==> src/rtl/draw_point_slave_if.sv <==
// Point-plot strobes, clear command, pixel-memory write port and status for draw_point_slave.
// The slave modport is the block's view; the master modport is the surrounding system's view.
interface draw_point_slave_if #(
    parameter int ADDR_W = 17
);
    logic              ul1Update;
    logic [8:0]        ul9PosX;
    logic [8:0]        ul9PosY;
    logic [11:0]       ul12Rgb12Data;
    logic              ul1Clear;
    logic [11:0]       ul12ClearRgb;
    logic [ADDR_W-1:0] ulMemAddress;
    logic              ul1MemWrite;
    logic [11:0]       ul12MemWriteData;
    logic              ul1MemWaitRequest;
    logic              ul1Busy;
    logic              ul1Overflow;
    logic [15:0]       ul16DropCount;

    modport slave (
        input  ul1Update, ul9PosX, ul9PosY, ul12Rgb12Data, ul1Clear, ul12ClearRgb,
        input  ul1MemWaitRequest,
        output ulMemAddress, ul1MemWrite, ul12MemWriteData,
        output ul1Busy, ul1Overflow, ul16DropCount
    );

    modport master (
        output ul1Update, ul9PosX, ul9PosY, ul12Rgb12Data, ul1Clear, ul12ClearRgb,
        output ul1MemWaitRequest,
        input  ulMemAddress, ul1MemWrite, ul12MemWriteData,
        input  ul1Busy, ul1Overflow, ul16DropCount
    );
endinterface

==> src/rtl/draw_point_slave.sv <==
// DrawPoint receiver: buffers plotted points in a FIFO and writes them to pixel memory,
// performs whole-frame fills on command and keeps drop statistics.
//
// state | meaning
// IDLE  | no write outstanding; pops the next point or starts a pending fill
// WRITE | a point write is on the memory port, waiting for acceptance
// CLEAR | sweeping the whole frame with the latched fill colour
module draw_point_slave #(
    parameter int FB_WIDTH   = 320,
    parameter int FB_HEIGHT  = 240,
    parameter int ADDR_W     = 17,
    parameter int FIFO_DEPTH = 8
) (
    input logic              ul1Clock,
    input logic              ul1Reset_n,
    draw_point_slave_if.slave dp
);
    localparam int PTR_W   = $clog2(FIFO_DEPTH);
    localparam int ENTRY_W = 30;
    localparam logic [ADDR_W-1:0] LAST_ADDR = ADDR_W'(FB_WIDTH * FB_HEIGHT - 1);
    localparam logic [PTR_W:0]    DEPTH_CNT = (PTR_W + 1)'(FIFO_DEPTH);

    typedef enum logic [1:0] {IDLE, WRITE, CLEAR} state_t;

    state_t              state;
    logic [ENTRY_W-1:0]  fifo_mem [FIFO_DEPTH];
    logic [PTR_W-1:0]    rd_ptr;
    logic [PTR_W-1:0]    wr_ptr;
    logic [PTR_W:0]      fifo_count;
    logic                clear_pending;
    logic [11:0]         fill_rgb;
    logic [ADDR_W-1:0]   mem_addr;
    logic                mem_write;
    logic [11:0]         mem_data;
    logic                overflow;
    logic [15:0]         drop_count;

    logic [ENTRY_W-1:0]  head;
    logic [8:0]          head_x;
    logic [8:0]          head_y;
    logic [11:0]         head_rgb;
    logic [ADDR_W-1:0]   head_addr;
    logic                in_range;
    logic                fifo_full;
    logic                fifo_empty;
    logic                clear_req;
    logic                accept;
    logic                slot_free;
    logic                start_clear;
    logic                pop;
    logic                capture;
    logic                push;
    logic                drop;
    logic [11:0]         fill_next;

    assign head      = fifo_mem[rd_ptr];
    assign head_x    = head[29:21];
    assign head_y    = head[20:12];
    assign head_rgb  = head[11:0];
    assign head_addr = ADDR_W'(head_y) * ADDR_W'(FB_WIDTH) + ADDR_W'(head_x);

    assign in_range   = (32'(dp.ul9PosX) < 32'(FB_WIDTH)) && (32'(dp.ul9PosY) < 32'(FB_HEIGHT));
    assign fifo_full  = (fifo_count == DEPTH_CNT);
    assign fifo_empty = (fifo_count == '0);

    // The memory port is free to take new work when idle or when the current write is accepted.
    assign clear_req   = clear_pending | dp.ul1Clear;
    assign accept      = mem_write & ~dp.ul1MemWaitRequest;
    assign slot_free   = (state == IDLE) | ((state == WRITE) & accept);
    assign start_clear = slot_free & clear_req;
    assign pop         = slot_free & ~clear_req & ~fifo_empty;

    // Fullness is judged on the count before this edge, so a simultaneous pop never makes room.
    // A point arriving on the edge that starts a fill is discarded with the flushed FIFO.
    assign capture   = dp.ul1Update & (state != CLEAR) & ~start_clear;
    assign push      = capture & in_range & ~fifo_full;
    assign drop      = capture & ~(in_range & ~fifo_full);
    assign fill_next = clear_pending ? fill_rgb : dp.ul12ClearRgb;

    always_ff @(posedge ul1Clock) begin
        if (push) begin
            fifo_mem[wr_ptr] <= {dp.ul9PosX, dp.ul9PosY, dp.ul12Rgb12Data};
        end
    end

    always_ff @(posedge ul1Clock or negedge ul1Reset_n) begin
        if (!ul1Reset_n) begin
            state         <= IDLE;
            rd_ptr        <= '0;
            wr_ptr        <= '0;
            fifo_count    <= '0;
            clear_pending <= 1'b0;
            fill_rgb      <= '0;
            mem_addr      <= '0;
            mem_write     <= 1'b0;
            mem_data      <= '0;
            overflow      <= 1'b0;
            drop_count    <= '0;
        end else begin
            if (start_clear) begin
                rd_ptr     <= '0;
                wr_ptr     <= '0;
                fifo_count <= '0;
            end else begin
                if (push) wr_ptr <= wr_ptr + PTR_W'(1);
                if (pop)  rd_ptr <= rd_ptr + PTR_W'(1);
                if (push && !pop)      fifo_count <= fifo_count + (PTR_W + 1)'(1);
                else if (pop && !push) fifo_count <= fifo_count - (PTR_W + 1)'(1);
            end

            if (start_clear) begin
                drop_count <= '0;
                overflow   <= 1'b0;
            end else if (drop) begin
                if (drop_count != 16'hFFFF) drop_count <= drop_count + 16'd1;
                if (in_range) overflow <= 1'b1;
            end

            if (start_clear) begin
                state         <= CLEAR;
                mem_addr      <= '0;
                mem_data      <= fill_next;
                fill_rgb      <= fill_next;
                mem_write     <= 1'b1;
                clear_pending <= 1'b0;
            end else if (pop) begin
                state     <= WRITE;
                mem_addr  <= head_addr;
                mem_data  <= head_rgb;
                mem_write <= 1'b1;
            end else begin
                case (state)
                    WRITE: begin
                        if (accept) begin
                            mem_write <= 1'b0;
                            state     <= IDLE;
                        end else if (dp.ul1Clear && !clear_pending) begin
                            // Stalled write must finish first; remember the fill and its colour.
                            clear_pending <= 1'b1;
                            fill_rgb      <= dp.ul12ClearRgb;
                        end
                    end
                    CLEAR: begin
                        if (accept) begin
                            if (mem_addr == LAST_ADDR) begin
                                mem_write <= 1'b0;
                                state     <= IDLE;
                            end else begin
                                mem_addr <= mem_addr + ADDR_W'(1);
                            end
                        end
                    end
                    default: ;
                endcase
            end
        end
    end

    assign dp.ulMemAddress     = mem_addr;
    assign dp.ul1MemWrite      = mem_write;
    assign dp.ul12MemWriteData = mem_data;
    assign dp.ul1Busy          = (state != IDLE) | ~fifo_empty;
    assign dp.ul1Overflow      = overflow;
    assign dp.ul16DropCount    = drop_count;
endmodule

==> src/flat_wrapper.sv <==
// flat-port wrapper written by rule: the top's interface ports become plain ports
module draw_point_slave_flat 
#(
    parameter int FB_WIDTH   = 320,
    parameter int FB_HEIGHT  = 240,
    parameter int ADDR_W     = 17,
    parameter int FIFO_DEPTH = 8
)
  (ul1Clock, ul1Reset_n, dp_ul1Update, dp_ul9PosX, dp_ul9PosY, dp_ul12Rgb12Data, dp_ul1Clear, dp_ul12ClearRgb, dp_ul1MemWaitRequest, dp_ulMemAddress, dp_ul1MemWrite, dp_ul12MemWriteData, dp_ul1Busy, dp_ul1Overflow, dp_ul16DropCount);
  draw_point_slave_if #(.ADDR_W(ADDR_W)) dp_i ();
  input logic ul1Clock;
  input logic ul1Reset_n;
  input wire logic [$bits(dp_i.ul1Update)-1:0] dp_ul1Update;
  input wire logic [$bits(dp_i.ul9PosX)-1:0] dp_ul9PosX;
  input wire logic [$bits(dp_i.ul9PosY)-1:0] dp_ul9PosY;
  input wire logic [$bits(dp_i.ul12Rgb12Data)-1:0] dp_ul12Rgb12Data;
  input wire logic [$bits(dp_i.ul1Clear)-1:0] dp_ul1Clear;
  input wire logic [$bits(dp_i.ul12ClearRgb)-1:0] dp_ul12ClearRgb;
  input wire logic [$bits(dp_i.ul1MemWaitRequest)-1:0] dp_ul1MemWaitRequest;
  output wire logic [$bits(dp_i.ulMemAddress)-1:0] dp_ulMemAddress;
  output wire logic [$bits(dp_i.ul1MemWrite)-1:0] dp_ul1MemWrite;
  output wire logic [$bits(dp_i.ul12MemWriteData)-1:0] dp_ul12MemWriteData;
  output wire logic [$bits(dp_i.ul1Busy)-1:0] dp_ul1Busy;
  output wire logic [$bits(dp_i.ul1Overflow)-1:0] dp_ul1Overflow;
  output wire logic [$bits(dp_i.ul16DropCount)-1:0] dp_ul16DropCount;
  assign dp_i.ul1Update = dp_ul1Update;
  assign dp_i.ul9PosX = dp_ul9PosX;
  assign dp_i.ul9PosY = dp_ul9PosY;
  assign dp_i.ul12Rgb12Data = dp_ul12Rgb12Data;
  assign dp_i.ul1Clear = dp_ul1Clear;
  assign dp_i.ul12ClearRgb = dp_ul12ClearRgb;
  assign dp_i.ul1MemWaitRequest = dp_ul1MemWaitRequest;
  assign dp_ulMemAddress = dp_i.ulMemAddress;
  assign dp_ul1MemWrite = dp_i.ul1MemWrite;
  assign dp_ul12MemWriteData = dp_i.ul12MemWriteData;
  assign dp_ul1Busy = dp_i.ul1Busy;
  assign dp_ul1Overflow = dp_i.ul1Overflow;
  assign dp_ul16DropCount = dp_i.ul16DropCount;
  draw_point_slave #(.FB_WIDTH(FB_WIDTH), .FB_HEIGHT(FB_HEIGHT), .ADDR_W(ADDR_W), .FIFO_DEPTH(FIFO_DEPTH)) u_core (.ul1Clock(ul1Clock), .ul1Reset_n(ul1Reset_n), .dp(dp_i));
endmodule
==> config.mk <==
export PLATFORM = sky130hd
export DESIGN_NAME = draw_point_slave_flat
export DESIGN_NICKNAME = d
export VERILOG_FILES = /design/src/rtl/draw_point_slave_if.sv /design/src/rtl/draw_point_slave.sv /design/src/flat_wrapper.sv
export SDC_FILE = /design/constraint.sdc
export NUM_CORES = 1
export LEC_CHECK = 0
export ABC_AREA = 1
export CORE_ASPECT_RATIO = 1.75
export CORE_UTILIZATION = 61
export CTS_BUF_LIST = sky130_fd_sc_hd__clkbuf_16
export CTS_CLUSTER_DIAMETER = 150
export DETAILED_ROUTE_END_ITERATION = 8
export PLACE_DENSITY = 0.81
export SETUP_SLACK_MARGIN = 0.02
export SYNTH_ARGS = -nofsm -noshare
export SYNTH_HDL_FRONTEND = slang
export SYNTH_SLANG_ARGS = --single-unit
==> constraint.sdc <==
create_clock -name ul1Clock -period 8.9 [get_ports ul1Clock]
set_clock_uncertainty 0.05 [all_clocks]
set_input_delay 1.78 -clock ul1Clock [delete_from_list [all_inputs] [get_ports ul1Clock]]
set_output_delay 1.78 -clock ul1Clock [all_outputs]
set_load 0.02 [all_outputs]
==> impl_results.md <==
* Post-synthesis adder-cell area fraction at approximately 2.9%
* GRT overflow at 0
* Clk pin slew, worst setup/hold paths at roughly 0.07 ns
* Largest stage delay on the critical path at 0.93 ns
* Data required time of the worst path at around 9.0 ns
* Setup tns final at 0 ns
* Post-CTS sizing at 0
* Final nets at between 1000 and 1500
* Final WL at around 34 mm
* H-tree depth at 1
* Sw Ratio at 39.0%
* Place WS at 3.56 ns
* DRT iter0 DRCs at about 1100
* Pleak at 6.11 nW
* Netlist cell types at 44
* GRT Util Overall at 28.8%
* Antenna violations before repair at 0
* CP max stage cell: nor2_4
* Total die area at between 20000 and 25000 µm²
* Pwr dens at 306 nW/µm²
* DR vias/cell at between 6 and 7
* Ports at 95
* Initial Util at ~62%
* RSZ-0062 raised after global routing: no
* Syn Std Cell Area at 14300 µm²
* Maximum VDD drop at 174 µV
* Top cells by area, synth: edfxtp_1 51%, dfrtp_1 13%, nand2_1 5.7%
* Outcome: complete, no violations
* Worst min-delay path class: register to register
* Nature of the critical path endpoint: register
* Post-synth EDFFs at 240
* Worst rel slew slack at ~25%
* Largest fanout on the critical path at 30
* Worst-Margin Slew at 1.12 ns
* P_int at between 3 and 4 mW
* Clock latency on the worst-skew pair at approximately 0.54 ns
* Die extent in y at 204 µm
* Syn Nets at around 1400
* DRT Pass-1 Iters at 5
* Buffer count from post-CTS setup fixing at 0
* Arrival @ worst endpoint at between 4 and 5 ns
* Seq pwr share at between 30% and 40%
* Routability Congestion at 0.900
* Total number of vias at roughly 11000
* Worst Setup Start Kind: primary input
* Row Count at 73
* Layout cells sized above 1 at approximately 5.7%
* Flops & latches, synth at approximately 310
* Mux share of post-synthesis cell area at 0%
* Setup CP Type: primary input to register
* Top cell type's share of synthesized area at about half
* First-pass GRT wire length at around 54 mm
* Fin crit period at roughly 4.8 ns
* Dominant cell type by area after synthesis: edfxtp_1
* Dpl hpwl at between 20 and 25 mm
* I/O Buffers at 94
* Syn_area_per_cell at between 10 and 15 µm²
* Switching Power at 1.93 mW
* Vias in the first global route at 10406
* Sequential-to-total area share from yosys stat at a little over three fifths
* Die width at 118 µm
* Core region area at 22800 µm²
* ANT nets after route at 0
* # hold bufs at CTS at 0
* Final setup margin at 4.06 ns
* Largest family of logic cells by synthesized area: simple AND/OR/NAND/NOR gates
* Root Driver: clkbuf_16
* Final Hold Violating Endpoints at 0
* Comb pwr share at between 30% and 40%
* Max Cap Viol at 0
* CP Cell Sequence: clkdlybuf4s50_1, o21ai_0, nand3b_1, a21oi_1, nand2_1, inv_1, nand2_1, nor2_4
* DR DRC count at 0
* Largest net degree at the start of global routing at 100
* Async set-reset flop share out of synthesis at between 20% and 30%
* DR WL/cell at between 15 and 20 µm
* Layout Utilization at between 70% and 80%
* Setup violators final at 0
* Clk pwr share at 23.1%
* Synth Area in Simple Gates at ~17%
* TritonCTS buffer count at 27
* CTS Buffer Depth at 3
* Synth Area in XOR/XNOR at under 10%
* Fin crit share at between 50% and 60%
* Syn-to-layout area delta at 13.9%
* CTS tree: built
* CTS sink cnt at 312
* Compound-Gate Fraction of Synth Area at between 10% and 20%
* # fillers at 1586
* Final Slew Violations at 0
* Synth warnings at 0
* Multi-input logic area at approximately 4600 µm²
* Syn Inst Count at roughly 1400
* Main flop type after synthesis: edfxtp_1
* Critical path's most frequent cell: nand2_1
* Fmax at roughly 0.21 GHz
* Reg area at 9010 µm²
[cell families after synthesis]
kind of cell / after synthesis
AO/OA/AOI/OAI: 257
XOR/XNOR: 26
adder cells (fa/ha/maj): 31
buffers and inverters: 163
flip-flops: 312
AND/OR/NAND/NOR: 562
[synth_stat cells, types with 16 or more instances]
master and number:
edfxtp_1 240, nand2_1 216, nor2_1 188, o21ai_0 135, nand3_1 111, inv_1 95, dfrtp_1 72, buf_2 32
ha_1 28, clkbuf_1 26, o22ai_1 26, o221ai_1 21, xor2_1 21, o211ai_1 17, a21oi_1 16
[worst paths after layout]
check                                              start                             to  slack [ns]  cells after the start
max                                        dp_ul9PosX[6]         u_core.fifo_mem[6][22]        4.06                      8
min                        u_core.dp.ul12MemWriteData[3]  u_core.dp.ul12MemWriteData[3]        0.44                      1
max reg2reg                             u_core.rd_ptr[0]     u_core.dp.ulMemAddress[14]        4.08                     17
min reg2reg                u_core.dp.ul12MemWriteData[3]  u_core.dp.ul12MemWriteData[3]        0.44                      1
max in group asynchronous                     ul1Reset_n               u_core.rd_ptr[0]        6.73                      1
min in group asynchronous                     ul1Reset_n      u_core.dp.ulMemAddress[9]        1.33                      1
[power by group through the flow]
stage,Sequential [mW],Combinational [mW],Clock [mW]
2_1_floorplan,1.92,1.34,0
3_3_place_gp,1.89,1.86,0
3_5_place_dp,1.89,1.93,0
4_1_cts,1.86,1.94,1.15
5_1_grt,1.88,2.18,1.20
6_report,1.87,1.95,1.14
[registers in the layout, indices dropped and copies added (netlist names)]
register                    flops
u_core.fill_rgb                12
u_core.rd_ptr                   3
u_core.dp.ul16DropCount        16
u_core.dp.ulMemAddress         17
u_core.dp.ul12MemWriteData     12
u_core.dp.ul1Overflow           1
u_core.state                    2
u_core.fifo_mem               240
u_core.fifo_count               4
u_core.clear_pending            1
u_core.dp.ul1MemWrite           1
u_core.wr_ptr                   3
[through the flow]
stage               cell area [µm²]  power (mW)  cells  hold WS [ns]
finish                        16200        4.96   1739         0.440
global route                  16200        5.27   1738         0.471
CTS                           16200        4.95   1738         0.445
detailed placement            15400        3.82   1689         0.429
global placement              15400        3.75   1689         0.423
floorplan                     14300        3.26   1351         0.431
[area by class of cell]
cell class	count	area share (%)
Antenna cell	1	0.0154
Clock buffer	28	4.32
Clock inverter	21	0.887
Inverter	101	2.34
Multi-Input combinational cell	876	28.5
Sequential cell	312	55.5
Tap cell	300	2.31
Timing Repair Buffer	100	6.06
[layout by cell type (no fill, tap or decap), drive strengths merged, types with 12 or more instances in the layout]
master / netlist / routed
nand2: 226 / 226
inv: 100 / 110
clkbuf: 26 / 28
o211ai: 18 / 18
o21ai: 146 / 146
nor2: 191 / 191
nor3: 14 / 14
edfxtp: 240 / 240
o22ai: 26 / 26
dfrtp: 72 / 72
a21oi: 16 / 16
nand4: 12 / 12
a31oi: 14 / 14
xor2: 21 / 21
o221ai: 21 / 21
ha: 28 / 28
nand3: 113 / 113
clkdlybuf4s50: 0 / 93
[worst max-delay path, delay by kind of cell]
| kind | cells | cell delay [ns] |
|---|---|---|
| compound gates | 2 | 0.78 |
| buf+inv | 2 | 0.72 |
| simple gates | 4 | 1.62 |
[metal layers]
metal / routed length (µm) / track usage (%) / part of all wire [%] / vias to the layer above
met1: 12800 / 34.0 / 37 / 5117
met4: 1300 / 13.4 / 3.8 / 0
li1: - / - / - / 4866
met2: 18000 / 52.5 / 53 / 481
met5: 0 / 0 / 0 / -
met3: 2050 / 3.29 / 6.0 / 78
No activity file was read; power rests on OpenSTA's default activity.
